--- src/rtl/p4_router_ingress_dwrr_scheduler.sv ---
// Deficit-weighted round-robin scheduler for the P4 router ingress buffer
// read side. Each partition reports whether a complete packet is present and
// the byte length of its head packet; the scheduler hands out one packet
// grant at a time to the buffer read controller. Each partition is served in
// proportion to its byte quantum.
module p4_router_ingress_dwrr_scheduler #(
    parameter int NUM_PORTS      = 4,
    parameter int QUANTUM_WIDTH  = 16,
    parameter int BYTE_LEN_WIDTH = 11,
    parameter int DEFICIT_WIDTH  = QUANTUM_WIDTH + 1,
    localparam int PORT_W        = (NUM_PORTS > 1) ? $clog2(NUM_PORTS) : 1
) (
    input  logic                                clk,
    input  logic                                areset,
    input  logic [NUM_PORTS-1:0]                port_pkt_avail,
    input  logic [NUM_PORTS*BYTE_LEN_WIDTH-1:0] port_head_byte_length,
    input  logic [NUM_PORTS*QUANTUM_WIDTH-1:0]  port_quantum,
    output logic                                grant_valid,
    input  logic                                grant_ready,
    output logic [PORT_W-1:0]                   grant_port,
    output logic [BYTE_LEN_WIDTH-1:0]           grant_byte_length,
    input  logic                                pkt_done,
    output logic                                protocol_err
);

    typedef enum logic [1:0] {
        ST_SCAN  = 2'd0,
        ST_GRANT = 2'd1,
        ST_BUSY  = 2'd2
    } state_t;

    // Per-port views of the packed input buses.
    logic [NUM_PORTS-1:0][BYTE_LEN_WIDTH-1:0] head_len;
    logic [NUM_PORTS-1:0][QUANTUM_WIDTH-1:0]  quantum;

    assign head_len = port_head_byte_length;
    assign quantum  = port_quantum;

    // Scheduler state.
    state_t                                  state_q, state_d;
    logic [PORT_W-1:0]                       ptr_q, ptr_d;
    logic [NUM_PORTS-1:0][DEFICIT_WIDTH-1:0] deficit_q, deficit_d;
    logic [NUM_PORTS-1:0]                    visited_q, visited_d;
    logic                                    grant_valid_q, grant_valid_d;
    logic [PORT_W-1:0]                       grant_port_q, grant_port_d;
    logic [BYTE_LEN_WIDTH-1:0]               grant_len_q, grant_len_d;
    logic                                    proto_err_q, proto_err_d;

    // Values of the port currently under the scan pointer.
    logic                      cur_avail;
    logic [BYTE_LEN_WIDTH-1:0] cur_len;
    logic [QUANTUM_WIDTH-1:0]  cur_quantum;
    logic [DEFICIT_WIDTH-1:0]  cur_deficit;

    assign cur_avail   = port_pkt_avail[ptr_q];
    assign cur_len     = head_len[ptr_q];
    assign cur_quantum = quantum[ptr_q];
    assign cur_deficit = deficit_q[ptr_q];

    // Add a quantum to a deficit, clamping at the all-ones value instead of wrapping.
    function automatic logic [DEFICIT_WIDTH-1:0] sat_add(
        input logic [DEFICIT_WIDTH-1:0] a,
        input logic [QUANTUM_WIDTH-1:0] b
    );
        logic [DEFICIT_WIDTH:0] sum;
        sum = {1'b0, a} + (DEFICIT_WIDTH + 1)'(b);
        if (sum[DEFICIT_WIDTH]) begin
            return '1;
        end
        return sum[DEFICIT_WIDTH-1:0];
    endfunction

    // Advance the scan pointer, wrapping from the last port back to port 0.
    function automatic logic [PORT_W-1:0] ptr_inc(input logic [PORT_W-1:0] p);
        if (p == PORT_W'(NUM_PORTS - 1)) begin
            return '0;
        end
        return p + 1'b1;
    endfunction

    // Next-state logic: one DWRR decision per cycle while scanning.
    always_comb begin
        state_d       = state_q;
        ptr_d         = ptr_q;
        deficit_d     = deficit_q;
        visited_d     = visited_q;
        grant_valid_d = grant_valid_q;
        grant_port_d  = grant_port_q;
        grant_len_d   = grant_len_q;
        // A done pulse is only meaningful while a packet is streaming; any
        // other pulse (including in the accept cycle) is a sticky error.
        proto_err_d   = proto_err_q | (pkt_done && (state_q != ST_BUSY));

        case (state_q)
            ST_SCAN: begin
                if ((cur_quantum == '0) || !cur_avail) begin
                    // Idle or disabled ports forfeit any accumulated credit.
                    deficit_d[ptr_q] = '0;
                    visited_d[ptr_q] = 1'b0;
                    ptr_d            = ptr_inc(ptr_q);
                end else if (!visited_q[ptr_q]) begin
                    // First look at this port in the round: top up its credit.
                    deficit_d[ptr_q] = sat_add(cur_deficit, cur_quantum);
                    visited_d[ptr_q] = 1'b1;
                end else if (cur_deficit >= DEFICIT_WIDTH'(cur_len)) begin
                    grant_port_d  = ptr_q;
                    grant_len_d   = cur_len;
                    grant_valid_d = 1'b1;
                    state_d       = ST_GRANT;
                end else begin
                    // Credit too small for the head packet: keep it for next round.
                    visited_d[ptr_q] = 1'b0;
                    ptr_d            = ptr_inc(ptr_q);
                end
            end

            ST_GRANT: begin
                if (grant_ready) begin
                    // The compare that issued this grant guarantees no underflow.
                    deficit_d[ptr_q] = deficit_q[ptr_q] - DEFICIT_WIDTH'(grant_len_q);
                    grant_valid_d    = 1'b0;
                    state_d          = ST_BUSY;
                end
            end

            ST_BUSY: begin
                // Pointer and visited flag are kept so the same port is
                // re-examined against its new head packet.
                if (pkt_done) begin
                    state_d = ST_SCAN;
                end
            end

            default: begin
                state_d       = ST_SCAN;
                grant_valid_d = 1'b0;
            end
        endcase
    end

    // State registers; reset drops any outstanding grant without a handshake.
    always_ff @(posedge clk or posedge areset) begin
        if (areset) begin
            state_q       <= ST_SCAN;
            ptr_q         <= '0;
            deficit_q     <= '0;
            visited_q     <= '0;
            grant_valid_q <= 1'b0;
            grant_port_q  <= '0;
            grant_len_q   <= '0;
            proto_err_q   <= 1'b0;
        end else begin
            state_q       <= state_d;
            ptr_q         <= ptr_d;
            deficit_q     <= deficit_d;
            visited_q     <= visited_d;
            grant_valid_q <= grant_valid_d;
            grant_port_q  <= grant_port_d;
            grant_len_q   <= grant_len_d;
            proto_err_q   <= proto_err_d;
        end
    end

    assign grant_valid       = grant_valid_q;
    assign grant_port        = grant_port_q;
    assign grant_byte_length = grant_len_q;
    assign protocol_err      = proto_err_q;

endmodule

--- config.mk ---
export PLATFORM = sky130hd
export DESIGN_NAME = p4_router_ingress_dwrr_scheduler
export DESIGN_NICKNAME = d
export VERILOG_FILES = /design/src/rtl/p4_router_ingress_dwrr_scheduler.sv
export SDC_FILE = /design/constraint.sdc
export NUM_CORES = 1
export LEC_CHECK = 0
export ABC_CLOCK_PERIOD_IN_PS = 9300
export CORE_ASPECT_RATIO = 0.9
export CORE_MARGIN = 5
export CORE_UTILIZATION = 50
export DETAILED_ROUTE_END_ITERATION = 16
export PLACE_DENSITY = 0.77
export SYNTH_ARGS = -nofsm -noshare
export SYNTH_HDL_FRONTEND = slang
export SYNTH_SLANG_ARGS = --single-unit
--- constraint.sdc ---
create_clock -name clk -period 9.3 [get_ports clk]
set_clock_uncertainty 0.2 [all_clocks]
set_input_delay 1.86 -clock clk [delete_from_list [all_inputs] [get_ports clk]]
set_output_delay 1.86 -clock clk [all_outputs]
set_load 0.03 [all_outputs]
# == Word level (Yosys, flattened, before mapping) ==
# Cells that the tools add are included.
# totals
inputBits,116
reg_bits,91
word_cells,107
out_inout_bits,15
# classes
bitwise_logic,8
reduce_logical,14
n_addsub,3
muxes,56
eq_ne,12
order_cmp,3
# ops
cell,count
68-bit 2-to-1 mux,3
68-bit bitwise mux,2
68-bit case mux with 2 select lines,1
17-bit 2-to-1 mux,7
68-bit AND,1
68-bit inverter,1
17-bit binary-select mux with 2-bit select,1
17-bit demux with 2-bit select,1
16-bit binary-select mux with 2-bit select,1
11-bit binary-select mux with 2-bit select,1
2-bit 2-to-1 mux,11
17-bit by 16-bit adder with 18-bit output,1
1-bit 2-to-1 mux,18
17-bit by 11-bit >= comparator with 1-bit output,1
17-bit by 11-bit subtractor with 17-bit output,1
16-bit logical NOT,1
16-bit 2-to-1 mux,1
2-bit != test (second input constant),7
4-bit 2-to-1 mux,3
11-bit 2-to-1 mux,1
5-bit AND reduction,2
3-bit != test (second input constant),2
2-bit case mux with 3 select lines,1
3-bit AND reduction,2
20 further kinds,25

# == Depth between registers and ports, before layout ==
# logic_depth
depth_word,15
mapped_depth,16
ltp_nobuf,12

# == Least setup slack after synthesis ==
# Ideal clock, no wire load.
# synth_path
path_type,reg2reg
startpoint,register ptr_q[0]
endpoint,register deficit_q[33] in the netlist's numbering
period_less_slack_ns,5.147
n_path_buf,5
path_slack_ns,4.153
setup_time_ns,0.120
stages_incl_launch_ff,15
t_required_ns,8.980
t_arrival_ns,4.826
cell_sequence,dfrtp_1 buf_6 buf_2 buf_1 clkbuf_1 clkbuf_1 mux4_2 ha_1 a2111oi_0 o21ai_0 a21o_1 nor3b_1 mux2i_1 o21ai_0 a41o_1
# synth_between
elab_chain_len,15
elab_cells_between_ends,36
classes_between,add/sub (2); order compare (2); eq/ne (1); mux (24); bitwise (2); reduce/logical (5)
# synth_lines
item,line_no,source
start: declaration,41,"logic [PORT_W-1:0] ptr_q, ptr_d;"
start signal: assignment,154,ptr_q <= ptr_d;
17-bit binary-select mux with 2-bit select or 16-bit binary-select mux with 2-bit select (tied branches),"58, 120, 57",
17-bit 2-to-1 mux (not written as such) or 16-bit 2-to-1 mux (tied branches),"58, 120, 57",
17-bit by 16-bit adder with 18-bit output,66,"sum = {1'b0, a} + (DEFICIT_WIDTH + 1)'(b);"
1-bit 2-to-1 mux,67,if (sum[DEFICIT_WIDTH]) begin
1-bit 2-to-1 mux,101,end else if (!visited_q[ptr_q]) begin
1-bit 2-to-1 mux,96,if ((cur_quantum == '0) || !cur_avail) begin
1-bit 2-to-1 mux,94,case (state_q)
17-bit 2-to-1 mux,70,return sum[DEFICIT_WIDTH-1:0];
17-bit 2-to-1 mux,101,
17-bit 2-to-1 mux,96,
17-bit 2-to-1 mux,94,
68-bit bitwise mux,103,"deficit_d[ptr_q] = sat_add(cur_deficit, cur_quantum);"
68-bit 2-to-1 mux,101,
68-bit 2-to-1 mux,96,
68-bit case mux with 2 select lines,94,
end signal: assignment,155,deficit_q <= deficit_d;
end: declaration,42,"logic [NUM_PORTS-1:0][DEFICIT_WIDTH-1:0] deficit_q, deficit_d;"
# Several ways; a longest one is shown, not always the timed one. The select of a mux whose other input is x is not followed.
# A chain may end at the register's enable or synchronous reset.

# == Final worst setup path ==
# layout_path
startpoint,input port_quantum[9]
endpoint,register deficit_q[67] in the netlist's numbering
# layout_between
elab_chain_len,15
elab_cells_between_ends,19
classes_between,add/sub (1); eq/ne (1); mux (14); reduce/logical (3)
# layout_lines
item,line_no,source
start: declaration,17,"input logic [NUM_PORTS*QUANTUM_WIDTH-1:0] port_quantum,"
16-bit binary-select mux with 2-bit select (*),57,assign cur_quantum = quantum[ptr_q];
16-bit 2-to-1 mux (not written as such) (*),57,
17-bit by 16-bit adder with 18-bit output,66,
1-bit 2-to-1 mux,67,
1-bit 2-to-1 mux,101,
1-bit 2-to-1 mux,96,
1-bit 2-to-1 mux,94,
17-bit 2-to-1 mux,70,
17-bit 2-to-1 mux,101,
17-bit 2-to-1 mux,96,
17-bit 2-to-1 mux,94,
68-bit bitwise mux,103,
68-bit 2-to-1 mux,101,
68-bit 2-to-1 mux,96,
68-bit case mux with 2 select lines,94,
# Every way passes the cells marked *; elsewhere a longest branch is shown, timed or not. The select of a mux whose other input is x is not followed.

==> impl_metrics.ini <==
[global_route]
grt_pass1_vias = 7060
gr-usage-all-layers_pct = 28.9
grt_max_degree = 74
grt_first_pass_wirelength_um = 37800
antenna_found_initial = 0
grt-ovfl-total = 0

[timing]
rsz0062_at_grt = no
whs_ns = 0.281
setup_tns_ns = 0
slew_viol_final = 0
final_hold_viol_count = 0
worst_pin_slew_ns = 1.41
period_needed_ns = 5.45
finalCritPeriodShare_pct = 58.6
max_freq_mhz = 183
finalSetupViolCount = 0
relSlewSlack_pct = 5.73

[floorplan]
row_count = 41
pin_count = 131
initial_core_util_pct = 51.0
die_h_um = 124
die_area_um2 = 16800
die_w_um = 136
design.core.area_um2 = 14100

[detailed_routing]
viasPerCell = 6.74
ant_nets = 0
wl_per_cell_um = 23.3
dr_total_vias = 6999
drt-pass1-iter-count = 5
route.detailed.drc = 0
routed_wl_um = 24200
drt_iter0_markers = 729

[clock_tree]
htree_levels = 3
tritoncts = built
cts_post_setup_buffers_inserted = 0
cts.sinks = 91
clock_path_buffers = 2
clock_latency_ns = 0.35
cts_buffers = 9
cts.clk_slew.worst_paths_ns = 0.07
holdBufCountCts = 0
postCtsResizedCells = 0
cts_root_buf = clkbuf_16

[synthesis]
synth_fp_nets = 887
synth_top_cell_by_area = dfrtp_1
syn_avg_cell_area_um2 = 9.86
yosysSeqAreaShare_pct = 31.8
synth_common_cells = 91 x dfrtp_1, 82 x nand2_1, 48 x o21ai_0
synth_top_area_share_pct = 31.8
synth_edf_count = 0
ys.flop_type = dfrtp_1
synth-seq-cells = 91
synthTopCellsByArea = dfrtp_1 32%, mux4_2 14%, ha_1 7.3%
syn-cell-area_um2 = 7170
yosysWarnings = 0
yosysMostFrequentCell = dfrtp_1
synthArstFlopShare_pct = 100
synthCells = 727
synth_cell_types = 62

[setup_path]
crit_fanout = 17
r2r-end = deficit_q[63]
start_kind = input pin
path_class = input pin to flip-flop
r2r_setup_slack_ns = 4.39
crit_required_ns = 9.34
startpoint = port_quantum[9]
arrival_ns = 5.50
end_kind = flip-flop
r2r_cells = 10
r2r_start = ptr_q[0]

[cells_and_area]
final_nets = 1000
fill_cells = 1153
register_area_um2 = 2280
multi_input_area_um2 = 4630
diodes = 0
utilization_pct = 63.7
area_growth_pct = 25.0
layout-drive-gt1-share_pct = 9.82

[hold_path]
min-delay-start = deficit_q[39]
hold_end = deficit_q[39]
min_path_cells = 2
worstHoldPathType = flip-flop to flip-flop

[place]
dp_hpwl_um = 18600
numPortBuffers = 130
place_congestion = 0.939

[outcome]
run_status = finished clean

[run]
drv_cap = 0
==> kinds of logic (layout without fill, tap and decap cells) <==
logic type | Yosys count | in the layout | share of synthesized area [%]
AO/OA/AOI/OAI | 244 | 244 | 24.2
AND/OR/NAND/NOR | 192 | 192 | 12.8
multiplexers | 64 | 64 | 16.9
adder cells (fa/ha/maj) | 44 | 44 | 7.89
buffers and inverters | 74 | 192 | 4.21
flip-flops | 91 | 91 | 31.8
XOR/XNOR | 18 | 18 | 2.20
==> cell usage in the layout, fill, tap and decap left out, types with 9 or more instances in the layout <==
cell             instances
nor2_1                  24
mux2i_1                 14
o21a_1                   9
a22o_1                  18
mux4_2                  45
dfrtp_1                 89
o22ai_1                 18
clkbuf_16                9
nand2_1                 82
a21oi_1                 25
nor2b_1                 10
ha_1                    42
o211ai_1                 9
o21ai_0                 48
nand3_1                 13
nor3_1                  22
xor2_1                  10
a22oi_1                 19
a2bb2oi_1               16
inv_1                   39
clkdlybuf4s50_1        130
a21o_1                  18
==> cell type report <==
| cell class | count | area share, % |
|---|---|---|
| inverter | 40 | 1.69 |
| multi-input combinational | 562 | 51.7 |
| timing repair buffer | 136 | 15.0 |
| sequential | 91 | 25.5 |
| clock inverter | 7 | 0.922 |
| tap | 193 | 2.70 |
| clock buffer | 9 | 2.52 |
==> worst max-delay path: stages <==
cell and delay, ns:
clkdlybuf4s50_1 0.44, mux4_2 0.50, or4_1 0.58, o41ai_2 0.37, buf_4 0.27, nor3_1 0.06
or4b_1 0.87, a22o_1 0.35, a31o_1 0.18
==> routing by layer <==
layer	vias to the layer above	GRT usage (%)	wire length (um)	part of all wire [%]
met5	-	0	0	0
met1	3402	36.7	9380	39
met2	477	48.4	11300	47
met4	0	8.12	495	2.0
met3	50	8.44	2960	12
li1	3070	-	-	-
==> through the flow <==
| step | setup slack (ns) | area, um2 | cells |
|---|---|---|---|
| floorplan | 4.15 | 7170 | 727 |
| global placement | 3.61 | 8650 | 1022 |
| detailed placement | 3.51 | 8650 | 1022 |
| CTS | 3.87 | 8950 | 1038 |
| global route | 3.71 | 8950 | 1038 |
| finish | 3.85 | 8950 | 1038 |
==> sequential cells by signal, summed over array words and instances (netlist names), named ones only <==
| register | cells |
|---|---|
| state_q | 2 |
| grant_valid | 1 |
| grant_port | 2 |
| protocol_err | 1 |
| grant_byte_length | 11 |
| deficit_q | 68 |
| ptr_q | 2 |
==> worst max-delay path by stage <==
stage / endpoint / slack [ns] / cells after the start
3_3_place_gp: deficit_q[67] / 3.61 / 9
4_1_cts: deficit_q[67] / 3.87 / 9
6_report: deficit_q[67] / 3.85 / 9
3_5_place_dp: deficit_q[67] / 3.51 / 9
5_1_grt: deficit_q[12] / 3.71 / 10
2_1_floorplan: deficit_q[33] / 4.15 / 14
Power is left out: the tool's default activity adds up to more than one toggle a clock period on the data nets, which glitch-free logic cannot reach.
==> RTL edit (same settings) <==
The parameter `BYTE_LEN_WIDTH` goes from 11 to 9.
--- a/src/rtl/p4_router_ingress_dwrr_scheduler.sv
+++ b/src/rtl/p4_router_ingress_dwrr_scheduler.sv
@@ -7,5 +7,5 @@
     parameter int NUM_PORTS      = 4,
     parameter int QUANTUM_WIDTH  = 16,
-    parameter int BYTE_LEN_WIDTH = 11,
+    parameter int BYTE_LEN_WIDTH = 9,
     parameter int DEFICIT_WIDTH  = QUANTUM_WIDTH + 1,
     localparam int PORT_W        = (NUM_PORTS > 1) ? $clog2(NUM_PORTS) : 1
Ports: changed (resized grant_byte_length and port_head_byte_length); port bits go from 131 to 121. No check against the original RTL was run, so the function may have changed too.
==> RTL edit against the unedited design <==
- synthesized area is 10% lower
- wire length is 17% lower
- die area is 9.4% lower
- worst setup slack worse by 68 ps
- non-clock buffer count is 13 lower
- sequential cell count is 2 lower
- final cell count is 15% lower
- cell area is 10% lower
- critical path type unchanged
- largest cell class unchanged
Power is left out: the tool's default activity adds up to more than one toggle a clock period on the data nets, which glitch-free logic cannot reach.
==> RTL edit: results (changes against the unedited design) <==
* Vias in the first global route at 5819 (was 7060)
* Register-to-Register Setup Slack at 4070 ps (was 4390 ps)
* Setup Slack @ Placement at 3550 ps (was 3510 ps)
* Syn nets at 756 (was 887)
* Max Fclk at 181 MHz (was 183 MHz)
* Placed Area at 7690 µm² (was 8650 µm²)
* Max FO, Critical Path at 16 (was 17)
* Commonest cells post-synth: dfrtp_1, o21ai_0, nand2_1 (was dfrtp_1, nand2_1, o21ai_0)
* Nets@finish at 866 (was 1000)
* Status: finished clean (unchanged)
* First-pass GRT wire length at 31.5 mm (was 37.8 mm)
* Critical register-to-register path endpoint: deficit_q[62]$_DFFE_PP0P_ (was deficit_q[63]$_DFFE_PP0P_)
* Final wirelength at 20.1 mm (was 24.2 mm)
* Setup crit start: port_quantum[42] (was port_quantum[9])
* Layout cells sized above 1 at 0.0968 (was 0.0982)
* Drt initial violations at 547 (was 729)
* Post-DP HPWL at 15.1 mm (was 18.6 mm)
* First-pass DRT Iterations at 7 (was 5)
* Worst Hold Depth at 1 (was 2)
* FF-to-FF path depth at 11 (was 10)
* Sequential Area at 2230 µm² (was 2280 µm²)
* # port buffers at 120 (was 130)
* GR Util All Layers at 0.261 (was 0.289)
* Worst slew margin at 0.200 (was 0.0573)
* Synth area leaders: dfrtp_1, mux4_2, ha_1, o21ai_0, mux4_1 (was dfrtp_1, mux4_2, ha_1, nand2_1, o21ai_0)
* Hold Slack at 268 ps (was 281 ps)
* CP max stage delay at 580 ps (was 870 ps)
* Post-Layout Cell Count at 887 (was 1038)
* CP delay by family, top: compound AO/OA/AOI/OAI gates (was simple AND/OR/NAND/NOR gates)
* Mapped Avg Cell Area at 10.6 µm² (was 9.86 µm²)
* FILL cells at 965 (was 1153)
* Gpl congestion at 0.868 (was 0.939)
* Worst Hold Endpoint: protocol_err$_DFF_PP0_ (was deficit_q[39]$_DFFE_PP0P_)
* Min-delay src: protocol_err$_DFF_PP0_ (was deficit_q[39]$_DFFE_PP0P_)
## RTL edit: routing by layer
layer | wire [µm] | global-route usage
met2 | 8990 | 0.397
met1 | 8180 | 0.358
met4 | 522 | 0.0831
met5 | 0 | 0
met3 | 2430 | 0.0799
## RTL edit: cell type report
| type | instances | share of cell area |
|---|---|---|
| well taps | 164 | 0.0256 |
| flip-flops and latches | 89 | 0.278 |
| clock buffers | 10 | 0.0286 |
| repair buffers | 123 | 0.153 |
| multi-input cells | 457 | 0.486 |
| clock inverters | 6 | 0.0114 |
| inverters | 38 | 0.0180 |
## RTL edit: kinds of logic after synthesis
kind of cell | Yosys count | share of synthesized area
AO/OA/AOI/OAI | 207 | 0.218
XOR/XNOR | 25 | 0.0340
adder cells (fa/ha/maj) | 40 | 0.0801
buffers and inverters | 62 | 0.0492
flip-flops | 89 | 0.346
multiplexers | 51 | 0.173
AND/OR/NAND/NOR | 134 | 0.0993
